**config.mk**
```make
export PLATFORM = sky130hd
export DESIGN_NAME = cond_evaluator
export DESIGN_NICKNAME = d
export VERILOG_FILES = /design/src/rtl/cond_evaluator.sv
export SDC_FILE = /design/constraint.sdc
export NUM_CORES = 1
export LEC_CHECK = 0
export CAP_MARGIN = 40
export CORE_MARGIN = 2
export CORE_UTILIZATION = 40
export CTS_BUF_LIST = sky130_fd_sc_hd__clkbuf_4 sky130_fd_sc_hd__clkbuf_8
export CTS_CLUSTER_DIAMETER = 40
export DETAILED_ROUTE_END_ITERATION = 8
export PLACE_DENSITY = 0.8
export SLEW_MARGIN = 30
export SYNTH_ARGS = -nofsm -noshare
export SYNTH_HDL_FRONTEND = slang
export SYNTH_SLANG_ARGS = --single-unit
```
**constraint.sdc**
```tcl
create_clock -name CLK -period 1.35 [get_ports CLK]
set_clock_uncertainty 0.15 [all_clocks]
set_input_delay 0.27 -clock CLK [delete_from_list [all_inputs] [get_ports CLK]]
set_output_delay 0.27 -clock CLK [all_outputs]
set_load 0.02 [all_outputs]
```
**src/rtl/cond_evaluator.sv**
```systemverilog
// ARM condition-field evaluator with a start/done handshake and one settle cycle before FLAGS are sampled.
// Optional saturating skip counter enabled by defining COND_EVAL_SKIP_CNT_EN.
module cond_evaluator (
  input  logic       CLK,
  input  logic       RESET,
  input  logic       START,
  input  logic [3:0] COND,
  input  logic [3:0] FLAGS,
  output logic       BUSY,
  output logic       DONE,
  output logic       PASS,
  output logic [7:0] SKIP_COUNT
);

  typedef enum logic [1:0] {IDLE, SETTLE, EVAL} state_t;

  state_t     state;
  logic [3:0] cond_q;
  logic       pass_now;
  logic       flag_z, flag_c, flag_n, flag_v;

  assign flag_z = FLAGS[3];
  assign flag_c = FLAGS[2];
  assign flag_n = FLAGS[1];
  assign flag_v = FLAGS[0];

  always_comb begin
    pass_now = 1'b0;
    case (cond_q)
      4'h0: pass_now = flag_z;
      4'h1: pass_now = !flag_z;
      4'h2: pass_now = flag_c;
      4'h3: pass_now = !flag_c;
      4'h4: pass_now = flag_n;
      4'h5: pass_now = !flag_n;
      4'h6: pass_now = flag_v;
      4'h7: pass_now = !flag_v;
      4'h8: pass_now = flag_c & !flag_z;
      4'h9: pass_now = !flag_c | flag_z;
      4'hA: pass_now = (flag_n == flag_v);
      4'hB: pass_now = (flag_n != flag_v);
      4'hC: pass_now = !flag_z & (flag_n == flag_v);
      4'hD: pass_now = flag_z | (flag_n != flag_v);
      4'hE: pass_now = 1'b1;
      default: pass_now = 1'b0;
    endcase
  end

  always_ff @(posedge CLK) begin
    if (RESET) begin
      state  <= IDLE;
      cond_q <= 4'h0;
      BUSY   <= 1'b0;
      DONE   <= 1'b0;
      PASS   <= 1'b0;
    end else begin
      DONE <= 1'b0;
      case (state)
        IDLE: begin
          if (START) begin
            cond_q <= COND;
            BUSY   <= 1'b1;
            state  <= SETTLE;
          end
        end
        // FLAGS deliberately ignored here so a same-edge flag write lands first.
        SETTLE: state <= EVAL;
        EVAL: begin
          PASS  <= pass_now;
          DONE  <= 1'b1;
          BUSY  <= 1'b0;
          state <= IDLE;
        end
        default: begin
          BUSY  <= 1'b0;
          state <= IDLE;
        end
      endcase
    end
  end

`ifdef COND_EVAL_SKIP_CNT_EN
  logic [7:0] skip_q;

  always_ff @(posedge CLK) begin
    if (RESET) begin
      skip_q <= 8'h00;
    end else if (state == EVAL && !pass_now && skip_q != 8'hFF) begin
      skip_q <= skip_q + 8'h01;
    end
  end

  assign SKIP_COUNT = skip_q;
`else
  assign SKIP_COUNT = 8'h00;
`endif

endmodule

```
### After elaboration in Yosys (flattened, before gate mapping)

Cells that the tools add are included.

* bits in registers: 9
* bits of input ports: 11

* equal/unequal tests: 19
* multiplexer cells: 6
* bitwise gates (word level): 5
* reductions and logical operators: 8

Operators by type and width (number)
* $eq A4 B4 Y1 const B: 7
* $eq A4 B3 Y1 const B: 4
* $pmux W1 S15: 1
* $eq A4 B2 Y1 const B: 2
* $eq A4 B1 Y1 const B: 1
* $logic_not A1 Y1: 4
* $logic_not A4 Y1: 1
* $pmux W2 S2: 1
* $reduce_and A2 Y1: 2
* $and A1 B1 Y1: 2
* $eq A2 B1 Y1 const B: 1
* $eq A2 B2 Y1 const B: 1
* $logic_not A2 Y1: 1
* $mux W1: 2
* $mux W2: 1
* $ne A2 B2 Y1 const B: 1
* $or A1 B1 Y1: 2
* $pmux W1 S2: 1
* $eq A1 B1 Y1: 1
* $ne A1 B1 Y1: 1
* $not A1 Y1: 1

### Logic depth before layout (Yosys ltp)

* word-level depth: 3
* gate-level depth with buffers: 5
* gate-level depth less buffers: 4

### Worst setup path before layout

OpenSTA, ideal clock, no wires.

* path type: reg-to-reg
* from: reg cond_q[2]
* to: reg PASS
* setup time: 129 ps
* arrival time: 1082 ps
* data required time: 1071 ps
* slack: -11 ps
* stages on the path, launching flop included: 6
* clock period less this slack: 1361 ps
* cells stage by stage: dfxtp_1 -> clkbuf_1 -> mux2i_1 -> o32ai_1 -> a221oi_1 -> a31oi_1

* cells in the longest elaborated chain, start to end: 2

Ends and longest elaborated chain
* start: declaration: RTL line 18 `logic [3:0] cond_q;`
* start signal: assignment: RTL line 52 `cond_q <= 4'h0;`
* start signal: assignment: RTL line 61 `cond_q <= COND;`
* $eq A4 B4 Y1, or another cell as far along: RTL line 29 `case (cond_q)`
* $pmux W1 S15 *: RTL line 29
* end signal: assignment: RTL line 69 `PASS <= pass_now;`
* end: declaration: RTL line 11 `output logic PASS,`

Mark *: on every way between the ends. The rest lies on a longest branch, timed or not.
A chain may end at the register's enable or synchronous reset.

### Final worst setup path

* from: reg cond_q[1]
* to: reg PASS

The elaborated chain is that of the path after synthesis.

==> results by group <==
Final layout
  – Ant diodes: 0
  – Share of cells above drive strength 1: a little under a third
  – Multi-input logic area: ~370 µm²
  – Final Non-Filler Cells: between 100 and 150
  – Most frequent cells in the layout: buf_4 (12), nor2_1 (9), conb_1 (8)
  – Post-route cell area: 843.3 µm²
  – Layout net count: approximately 110
  – Sequential Area: around 180 µm²
  – Area added between synthesis and finish: 41.00%
  – Most common cell after layout, fill and taps aside: buf_4
  – Filler cells: 126

Floorplanning
  – Io pins: 22
  – Starting Density: 44.30%
  – Die H: around 43 µm
  – Die area: 1820 µm²
  – FP Rows: 13
  – Core region area: between 1000 and 1500 µm²
  – Die W: ~43 µm

Place
  – IO buf count: 13
  – Post-DP HPWL: approximately 910 µm
  – Post-place setup slack: -464.2 ps
  – Placed Cells: between 100 and 150
  – Area after DPL: 765.7 µm²
  – Placer Congestion: between 0.8 and 0.9

STA
  – Final setup fails: 1
  – Final Cycle Share: 104.1%
  – Fin crit period: about 1400 ps
  – Fmax: just over 700 MHz
  – Fin. max-slew vios: 0
  – Worst hold slack: 332.2 ps
  – Unrepaired setup endpoints after global routing: true
  – Final hold violations: 0
  – Setup TNS: -55.35 ps
  – Post-route setup slack: -55.35 ps

Setup path
  – Crit start category: flop
  – CP required: ~1400 ps
  – Crit-path max cell delay: about 370 ps
  – CP delay by family, top: compound AO/OA/AOI/OAI gates
  – Reg-to-reg setup timing slack: -60 ps
  – CP Cell Sequence: mux2_2 > o32ai_2 > a221oi_2 > a31oi_1
  – WS Path Type: reg2reg
  – CP arrival: about 1500 ps
  – WP buf/inv: 0
  – Crit end category: flop
  – Crit path max fanout: 4
  – Crit path max-delay cell type: dfxtp_2

Power and ir drop
  – Pwr/cell area: between 800 and 900 nW/µm²
  – Max IR drop VDD: a little under 0.5 mV
  – Leak pwr: ~0.00037 µW

Logic synthesis
  – Mapped Cells: 73
  – Synth Area in Compound Gates: 17.57%
  – Area share of fa/ha/maj cells after synthesis: 0%
  – Main combinational cell family by area after synthesis: simple AND/OR/NAND/NOR gates
  – Post-Synth Simple-Gate Area: about 22%
  – Mux cell area share after synthesis: under 10%
  – Synth area leader: dfxtp_1
  – Synthesized area per cell: approximately 8 µm²
  – YS warnings: 0
  – Yosys cell types: 29
  – Largest cells by area after synthesis: dfxtp_1 (30%), buf_4 (10%), mux2i_1 (6.7%)
  – Mapped cell area: 598.1 µm²
  – Sequential area share after synthesis: a little under a third
  – Xor and xnor area share after synthesis: just under 3%
  – Post-synthesis sequential element count: 9
  – Share of the synthesized area in the top cell type: a little under a third

Clocking
  – Root Buffer: clkbuf_4
  – CTS tree: done
  – CTS clock-pin slew for the worst setup and hold paths: 70 ps
  – CTS Hold Bufs: 0
  – Clk buf depth: 2
  – CTS Sinks: 9
  – H-tree levels: 1
  – Cts bufs inserted: 3
  – Clk_lat worst skew: 250 ps

Global route
  – Initial antenna violation count: 0
  – All-Layer GR Usage: between 10% and 20%
  – First-pass GRT wire length: approximately 2100 µm
  – Grt ovf: 0
  – Number of global-route vias before repair: 496
  – Largest net degree at the start of global routing: 9

Min path
  – Hold/Removal Path Class: reg2reg

Detailed routing
  – WL met3: approximately 75 µm
  – Final ANT Viol Nets: 0
  – DR vias/cell: just over 5
  – DRC viols: 0
  – WL met2: between 700 and 800 µm
  – Drt initial violations: 13
  – Final wirelength: 1411 µm
  – Vias post-DR: 589
  – Max layer used: met4
  – Router iterations before antenna repair: 4
  – Wl on met1: 597 µm
  – Wire per inst: ~12 µm

Run status
  – Failing checks: negative setup slack
  – Status: complete, but fails checks

Run
  – Max_cap viols: 0
==> where the power goes <==
part           switching (µW)  internal, µW
clock network            95.1           134
logic                     100           104
registers                17.0           282
==> worst paths after layout <==
check / depth (start not counted) / startpoint / endpoint
max: 4 / cond_q[1]$_SDFFE_PP0P_ / PASS$_SDFFE_PP0P_
min: 2 / BUSY$_SDFFE_PP0P_ / BUSY$_SDFFE_PP0P_
max reg2reg: 4 / cond_q[1]$_SDFFE_PP0P_ / PASS$_SDFFE_PP0P_
min reg2reg: 2 / BUSY$_SDFFE_PP0P_ / BUSY$_SDFFE_PP0P_
==> synthesized netlist by cell type (all sizes together) <==
master,number
nor3,1
mux2,1
conb,1
nand2,3
nand2b,2
dfxtp,9
nand4,1
o32ai,1
and3,1
inv,5
a221oi,2
buf,10
xnor2,1
xor2,1
mux2i,4
clkbuf,2
a21oi,4
nor3b,3
o31ai,2
a32o,1
nor2b,2
or3,1
o21ai,3
nor4b,1
nor2,9
a31oi,2
==> worst reg2reg max path: cells and delay by family (launching register included) <==
| kind | cells | cell delay, ps |
|---|---|---|
| compound gates | 3 | 470 |
| flops | 1 | 370 |
| mux | 1 | 350 |
==> metal layers <==
metal	GRT usage (%)	vias up
li1	-	285
met1	18.02	275
met2	26.97	27
met3	2.553	2
met4	9.375	0
met5	0	-
==> layout make-up <==
class,instances,share of cell area [%]
Sequential cell,9,21.81
Tap cell,15,2.226
Timing Repair Buffer,27,26.85
Multi-Input combinational cell,54,43.32
Clock buffer,4,3.561
Inverter,5,2.226
==> state kept, by name (all words and copies together), names as in the netlist <==
register and flops:
BUSY 1, DONE 1, state 2, cond_q 4, PASS 1
==> kinds of logic after synthesis <==
kind of cell / after synthesis
other cells: 1
simple gates: 24
flops: 9
xor+xnor: 2
compound gates: 15
buf+inv: 17
mux: 5
==> timing repair <==
action                     in CTS  in global routing
resized for setup              14                  5
setup buffers                   0                  2
pin swaps                       5                  1
cloned                          1                  0
setup endpoints to repair       4                  4
==> per-stage QoR <==
stage,util (%),total power (µW)
after CTS,60.80,724.7
after global routing,62.47,777.8
final,62.47,732.7
after global placement,56.72,478.5
after floorplan,-,424.6
after detailed placement,56.72,481.4
Note: power is estimated with default switching activity, not from simulation.
